**src/rtl/crypto_pkg.sv**
```systemverilog
// Shared constants for the zigzag encryption/decryption blocks: token, buffer depth,
// index width and FSM state encoding.
package crypto_pkg;
  localparam int         MAX_NOF_CHARS          = 50;
  localparam logic [7:0] START_DECRYPTION_TOKEN = 8'hFA;
  localparam int         IDX_W                  = $clog2(MAX_NOF_CHARS + 1);

  typedef enum logic [1:0] {
    ST_COLLECT = 2'd0,
    ST_EMIT    = 2'd1,
    ST_TOKEN   = 2'd2
  } zz_state_e;
endpackage

```
**src/rtl/zigzag_encryption_if.sv**
```systemverilog
// Byte-stream bus of the zigzag encryption engine: plaintext in, ciphertext out.
interface zigzag_encryption_if #(
  parameter int D_WIDTH   = 8,
  parameter int KEY_WIDTH = 8
);
  logic [D_WIDTH-1:0]   data_i;
  logic                 valid_i;
  logic [KEY_WIDTH-1:0] key;
  logic                 busy;
  logic [D_WIDTH-1:0]   data_o;
  logic                 valid_o;

  modport master (output data_i, valid_i, key, input  busy, data_o, valid_o);
  modport slave  (input  data_i, valid_i, key, output busy, data_o, valid_o);
endinterface

```
**src/rtl/zigzag_rail_walker.sv**
```systemverilog
// Next-position logic for walking the rails of a zigzag: given the current rail,
// index and step phase, produce the next position or flag the last byte.
module zigzag_rail_walker
  import crypto_pkg::*;
(
  input  logic [IDX_W-1:0] n_i,
  input  logic [IDX_W-1:0] k_i,
  input  logic [IDX_W-1:0] rail_i,
  input  logic [IDX_W-1:0] idx_i,
  input  logic             phase_i,
  output logic [IDX_W-1:0] rail_o,
  output logic [IDX_W-1:0] idx_o,
  output logic             phase_o,
  output logic             last_o
);
  // Bottom rail at K=N=50 can reach idx+P = 49+98, so two extra bits keep the sum exact.
  localparam int SUM_W = IDX_W + 2;

  logic [SUM_W-1:0] n_w, k_w, r_w, period, step, sum;
  logic             linear;

  always_comb begin
    n_w    = SUM_W'(n_i);
    k_w    = SUM_W'(k_i);
    r_w    = SUM_W'(rail_i);
    linear = (k_i < IDX_W'(2));
    period = (k_w - SUM_W'(1)) << 1;
    if (linear)                                step = SUM_W'(1);
    else if (rail_i == '0 || r_w == k_w - SUM_W'(1)) step = period;
    else if (phase_i)                          step = r_w << 1;
    else                                       step = period - (r_w << 1);
    sum = SUM_W'(idx_i) + step;

    rail_o  = rail_i;
    idx_o   = idx_i;
    phase_o = phase_i;
    last_o  = 1'b0;
    if (sum < n_w) begin
      idx_o   = sum[IDX_W-1:0];
      phase_o = ~phase_i;
    end else if (linear || r_w == k_w - SUM_W'(1)) begin
      last_o  = 1'b1;
    end else begin
      rail_o  = rail_i + 1'b1;
      idx_o   = rail_i + 1'b1;
      phase_o = 1'b0;
    end
  end
endmodule

```
**src/rtl/zigzag_encryption.sv**
```systemverilog
// Rail-fence encryption engine: buffers plaintext until the token, then emits it in
// rail order. ZIGZAG_ENCRYPTION_TOKEN_ECHO_EN appends the token after the ciphertext.
module zigzag_encryption
  import crypto_pkg::*;
#(
  parameter int D_WIDTH   = 8,
  parameter int KEY_WIDTH = 8
)(
  input  logic               clk,
  input  logic               rst_n,
  zigzag_encryption_if.slave bus
);
  localparam int CMP_W = (KEY_WIDTH > IDX_W) ? KEY_WIDTH : IDX_W;

  zz_state_e          state_q, state_d;
  logic [IDX_W-1:0]   n_q, n_d, k_q, k_d, rail_q, rail_d, idx_q, idx_d;
  logic               phase_q, phase_d, busy_q, busy_d, valid_q, valid_d;
  logic [D_WIDTH-1:0] data_q, data_d;
  logic [D_WIDTH-1:0] buf_q [MAX_NOF_CHARS];
  logic               wr_en, is_token;
  logic [CMP_W-1:0]   key_c, n_c;
  logic [IDX_W-1:0]   k_sel, w_rail, w_idx;
  logic               w_phase, w_last;

  zigzag_rail_walker u_walker (
    .n_i    (n_q),
    .k_i    (k_q),
    .rail_i (rail_q),
    .idx_i  (idx_q),
    .phase_i(phase_q),
    .rail_o (w_rail),
    .idx_o  (w_idx),
    .phase_o(w_phase),
    .last_o (w_last)
  );

  // Clamping K to N guarantees no empty rail during the walk.
  assign key_c    = CMP_W'(bus.key);
  assign n_c      = CMP_W'(n_q);
  assign k_sel    = (key_c < n_c) ? IDX_W'(key_c) : n_q;
  assign is_token = (bus.data_i == D_WIDTH'(START_DECRYPTION_TOKEN));

  always_comb begin
    state_d = state_q;
    n_d     = n_q;
    k_d     = k_q;
    rail_d  = rail_q;
    idx_d   = idx_q;
    phase_d = phase_q;
    busy_d  = busy_q;
    valid_d = 1'b0;
    data_d  = '0;
    wr_en   = 1'b0;
    case (state_q)
      ST_COLLECT: begin
        if (bus.valid_i) begin
          if (is_token) begin
            state_d = ST_EMIT;
            k_d     = k_sel;
            rail_d  = '0;
            idx_d   = '0;
            phase_d = 1'b0;
            busy_d  = 1'b1;
            if (n_q != '0) begin
              valid_d = 1'b1;
              data_d  = buf_q[0];
            end
          end else if (n_q < IDX_W'(MAX_NOF_CHARS)) begin
            wr_en = 1'b1;
            n_d   = n_q + 1'b1;
          end
        end
      end
      ST_EMIT: begin
        if (n_q == '0 || w_last) begin
`ifdef ZIGZAG_ENCRYPTION_TOKEN_ECHO_EN
          state_d = ST_TOKEN;
          valid_d = 1'b1;
          data_d  = D_WIDTH'(START_DECRYPTION_TOKEN);
`else
          state_d = ST_COLLECT;
          busy_d  = 1'b0;
          n_d     = '0;
`endif
        end else begin
          rail_d  = w_rail;
          idx_d   = w_idx;
          phase_d = w_phase;
          valid_d = 1'b1;
          data_d  = buf_q[w_idx];
        end
      end
`ifdef ZIGZAG_ENCRYPTION_TOKEN_ECHO_EN
      ST_TOKEN: begin
        state_d = ST_COLLECT;
        busy_d  = 1'b0;
        n_d     = '0;
      end
`endif
      default: state_d = ST_COLLECT;
    endcase
  end

  always_ff @(posedge clk or negedge rst_n) begin
    if (!rst_n) begin
      state_q <= ST_COLLECT;
      n_q     <= '0;
      k_q     <= '0;
      rail_q  <= '0;
      idx_q   <= '0;
      phase_q <= 1'b0;
      busy_q  <= 1'b0;
      valid_q <= 1'b0;
      data_q  <= '0;
    end else begin
      state_q <= state_d;
      n_q     <= n_d;
      k_q     <= k_d;
      rail_q  <= rail_d;
      idx_q   <= idx_d;
      phase_q <= phase_d;
      busy_q  <= busy_d;
      valid_q <= valid_d;
      data_q  <= data_d;
    end
  end

  // Buffer is pure storage; N going to 0 on reset is what discards its contents.
  always_ff @(posedge clk) begin
    if (wr_en) buf_q[n_q] <= bus.data_i;
  end

  assign bus.busy    = busy_q;
  assign bus.valid_o = valid_q;
  assign bus.data_o  = data_q;
endmodule

```
**src/flat_wrapper.sv**
```systemverilog
// flat-port wrapper written by rule: the top's interface ports become plain ports
module zigzag_encryption_flat import crypto_pkg::*;
#(
  parameter int D_WIDTH   = 8,
  parameter int KEY_WIDTH = 8
)
  (clk, rst_n, bus_data_i, bus_valid_i, bus_key, bus_busy, bus_data_o, bus_valid_o);
  zigzag_encryption_if #(.D_WIDTH(D_WIDTH), .KEY_WIDTH(KEY_WIDTH)) bus_i ();
  input  logic clk;
  input  logic rst_n;
  input wire logic [$bits(bus_i.data_i)-1:0] bus_data_i;
  input wire logic [$bits(bus_i.valid_i)-1:0] bus_valid_i;
  input wire logic [$bits(bus_i.key)-1:0] bus_key;
  output wire logic [$bits(bus_i.busy)-1:0] bus_busy;
  output wire logic [$bits(bus_i.data_o)-1:0] bus_data_o;
  output wire logic [$bits(bus_i.valid_o)-1:0] bus_valid_o;
  assign bus_i.data_i = bus_data_i;
  assign bus_i.valid_i = bus_valid_i;
  assign bus_i.key = bus_key;
  assign bus_busy = bus_i.busy;
  assign bus_data_o = bus_i.data_o;
  assign bus_valid_o = bus_i.valid_o;
  zigzag_encryption #(.D_WIDTH(D_WIDTH), .KEY_WIDTH(KEY_WIDTH)) u_core (.clk(clk), .rst_n(rst_n), .bus(bus_i));
endmodule
```
**config.mk**
```make
export PLATFORM = sky130hd
export DESIGN_NAME = zigzag_encryption_flat
export DESIGN_NICKNAME = d
export VERILOG_FILES = /design/src/rtl/crypto_pkg.sv /design/src/rtl/zigzag_encryption_if.sv /design/src/rtl/zigzag_rail_walker.sv /design/src/rtl/zigzag_encryption.sv /design/src/flat_wrapper.sv
export SDC_FILE = /design/constraint.sdc
export NUM_CORES = 1
export LEC_CHECK = 0
export CORE_MARGIN = 4
export CORE_UTILIZATION = 65
export CTS_BUF_LIST = sky130_fd_sc_hd__clkbuf_8
export DETAILED_ROUTE_END_ITERATION = 10
export PLACE_DENSITY = 0.93
export SLEW_MARGIN = 20
export SYNTH_ARGS = -nofsm -noshare
export SYNTH_HDL_FRONTEND = slang
export SYNTH_SLANG_ARGS = --single-unit
```
**constraint.sdc**
```tcl
create_clock -name clk -period 7.3 [get_ports clk]
set_input_delay 0.73 -clock clk [delete_from_list [all_inputs] [get_ports clk]]
set_output_delay 0.73 -clock clk [all_outputs]
set_load 0.01 [all_outputs]
```
==> run_results.csv <==
group,metric,value,unit
routing,routed_wl,51.0,mm
placed_design,gp_congestion,0.967,
die,rows,62,
sta,period_minus_slack,7050,ps
yosys,synthFlopType,"edfxtp_1",
clock_network,clk_latency,630,ps
setup_path,cp_max_fo,48,
cells_and_area,area_growth,10.8,%
yosys,synth-seq-cells,435,
sta,max_freq,142,MHz
die,dieArea,0.0318,mm2
yosys,synth_area_leaders,"edfxtp_1, nand2_1, dfrtp_1, mux2i_1, nand3_1",
yosys,syn-cell-area,0.0188,mm2
yosys,synth_top_area_share,0.638,
global_route,grt-ovfl-total,0,
routing,drt_first_pass_iters,8,
yosys,async_flop_share,0.0805,
setup_path,critPathArrivalTime,7520,ps
global_route,grt_usage,0.315,
routing,avgViaCountPerCell,6.85,
setup_path,critical_path.max_stage_delay,540,ps
yosys,ys_seq_area_frac,0.684,
cells_and_area,stdcell_count,1952,
cells_and_area,final_nets,1570,
global_route,grt_antenna_before_repair,1,
routing,wire_per_inst,26.1,um
setup_path,end_kind,"register",
setup_path,worst-setup-path-type,"reg -> reg",
yosys,yosys.area.top_type,"edfxtp_1",
clock_network,h-tree-depth,3,
die,start_util,0.658,
sta,slew_viol_final,0,
yosys,synth_nets,1503,
cells_and_area,design_area,0.0209,mm2
clock_network,cts.clk_slew.worst_paths,70,ps
setup_path,worst_ep_required_time,7770,ps
global_route,grt_max_degree,89,
cells_and_area,drive_above_1_share,0.114,
die,die_h,178,um
sta,skew,51.1,ps
clock_network,cts_hold_buf,0,
worst_hold_path,holdCritPathClass,"in -> async",
clock_network,cts_tree,"built",
placed_design,dp_hpwl,30.3,mm
global_route,grt_pass1_vias,12700,
global_route,grt_pass1_wl,74.4,mm
die,io_pins,29,
placed_design,place_inst,1819,
yosys,synth_warnings,0,
routing,dr_total_vias,13400,
die,die_x,178,um
yosys,avgSynthCellArea,12.9,um2
routing,ant_nets,0,
sta,worstMarginPinSlew,1070,ps
die,core_area,0.0286,mm2
placed_design,portBuffers,28,
job,cap_violations,0,
clock_network,cts_buffer_depth,3,
cells_and_area,n_antenna_cell,0,
yosys,syn-instance-count,1455,
routing,drc_errors,0,
status,outcome,"finished clean",
clock_network,clock-sinks,435,
setup_path,crit_path_start_kind,"register",
setup_path,regToRegSetupSlack,250,ps
sta,hold_violations,0,
routing,drtIter0Drc,2496,
sta,finalCritPeriodShare,0.966,
cells_and_area,final_core_util,0.729,
placed_design,dpl_cell_area,0.0195,mm2
clock_network,cts_root_buf,"clkbuf_8",
sta,max-slew-margin-rel,0.286,
setup_path,slowest_stage,"or4_1",
sta,setup_viol,0,
clock_network,numCtsBuffers,67,
yosys,synth_edf_count,400,
yosys,yosysUniqueCellTypes,72,
-- kinds of logic (layout without fill, tap and decap cells) --
family          Yosys count  in the layout  synth area share
compound gates          188            189            0.0708
flops                   435            435             0.684
mux                      90             90            0.0513
simple gates            605            605             0.143
fa+ha+maj                29             29            0.0201
buf+inv                  94            206            0.0239
xor+xnor                 14             14           0.00691
-- per-layer routing --
layer	vias up	global-route usage	part of all wire
met5	-	0	0.00025
met4	2	0.174	0.061
li1	5559	-	-
met2	1227	0.497	0.47
met1	6327	0.406	0.34
met3	251	0.0799	0.13
-- stage by stage --
stage | setup TNS (ps) | hold WS [ps] | setup slack (ps)
after floorplan | 0 | 434 | 1100
after global placement | 0 | 516 | 183
after detailed placement | 0 | 532 | 26.5
after CTS | -21.6 | 229 | -21.6
after global routing | -28.8 | 267 | -22.8
final | 0 | 221 | 249
-- cells in the mapped netlist (all sizes together) (14+ instances only) --
cell    number
nand3       88
and3        17
clkbuf      30
o21ai       33
a32oi       14
ha          27
a211oi      24
nor2       102
mux2i       82
nand2      306
dfrtp       35
nand4       30
a21oi       48
edfxtp     400
inv         19
buf         45
-- final cells by class --
| class | instances | area, um2 |
|---|---|---|
| Clock buffer | 69 | 950 |
| Clock inverter | 46 | 226 |
| Fill cell | 1642 | 7750 |
| Inverter | 19 | 71.3 |
| Multi-Input combinational cell | 927 | 5620 |
| Sequential cell | 435 | 12900 |
| Tap cell | 384 | 480 |
| Timing Repair Buffer | 72 | 633 |
-- cell usage in the layout, fill, tap and decap left out, types with 7 or more instances in the layout --
cell,netlist,routed
a211oi_1,22,20
a21oi_1,47,45
a221oi_1,8,8
a31oi_1,8,7
a32oi_1,14,14
and3_1,17,17
buf_2,24,9
buf_4,10,39
clkbuf_8,0,69
clkdlybuf4s50_1,0,19
clkinv_1,0,9
clkinv_2,0,10
dfrtp_1,35,35
edfxtp_1,400,400
ha_1,27,27
inv_1,19,40
mux2i_1,81,81
nand2_1,303,302
nand2b_1,8,8
nand3_1,88,88
nand4_1,30,30
nor2_1,101,99
nor3_1,12,12
nor4_1,8,8
o21ai_0,30,29
or3_1,13,13
xnor2_1,8,8
-- worst paths after layout --
kind,startpoint,cells after the start,to
max in group asynchronous,rst_n,1,u_core.rail_q[3]
worst max register to register,u_core.k_q[2],28,u_core.bus.data_o[2]
worst min-delay path,rst_n,1,u_core.bus.data_o[1]
min in group clk,u_core.k_q[1],2,u_core.k_q[1]
worst max-delay path,u_core.k_q[2],28,u_core.bus.data_o[2]
worst min register to register,u_core.k_q[1],2,u_core.k_q[1]
-- flip-flops by register name, summed over array words and instances (netlist names) --
name	cells
u_core.buf_q	400
u_core.bus.busy	1
u_core.bus.data_o	8
u_core.bus.valid_o	1
u_core.idx_q	6
u_core.k_q	6
u_core.n_q	6
u_core.phase_q	1
u_core.rail_q	6
-- what timing repair did --
item	CTS	global route
endpoints found under the setup margin	1	8
buffers inserted	0	16
endpoints found under the hold margin	0	0
cloned	1	1
pin swaps	0	3
resized for setup	0	16
-- critical path: cells and delay by family (launching register included) --
family | cells | cell delay (ps)
fa+ha+maj | 3 | 940
mux | 2 | 680
buf+inv | 2 | 370
xor+xnor | 2 | 410
flops | 1 | 440
simple gates | 9 | 2000
compound gates | 10 | 2030
Power is not shown: default switching activity piles up to over one toggle a cycle in this logic, so the estimate is an artifact.
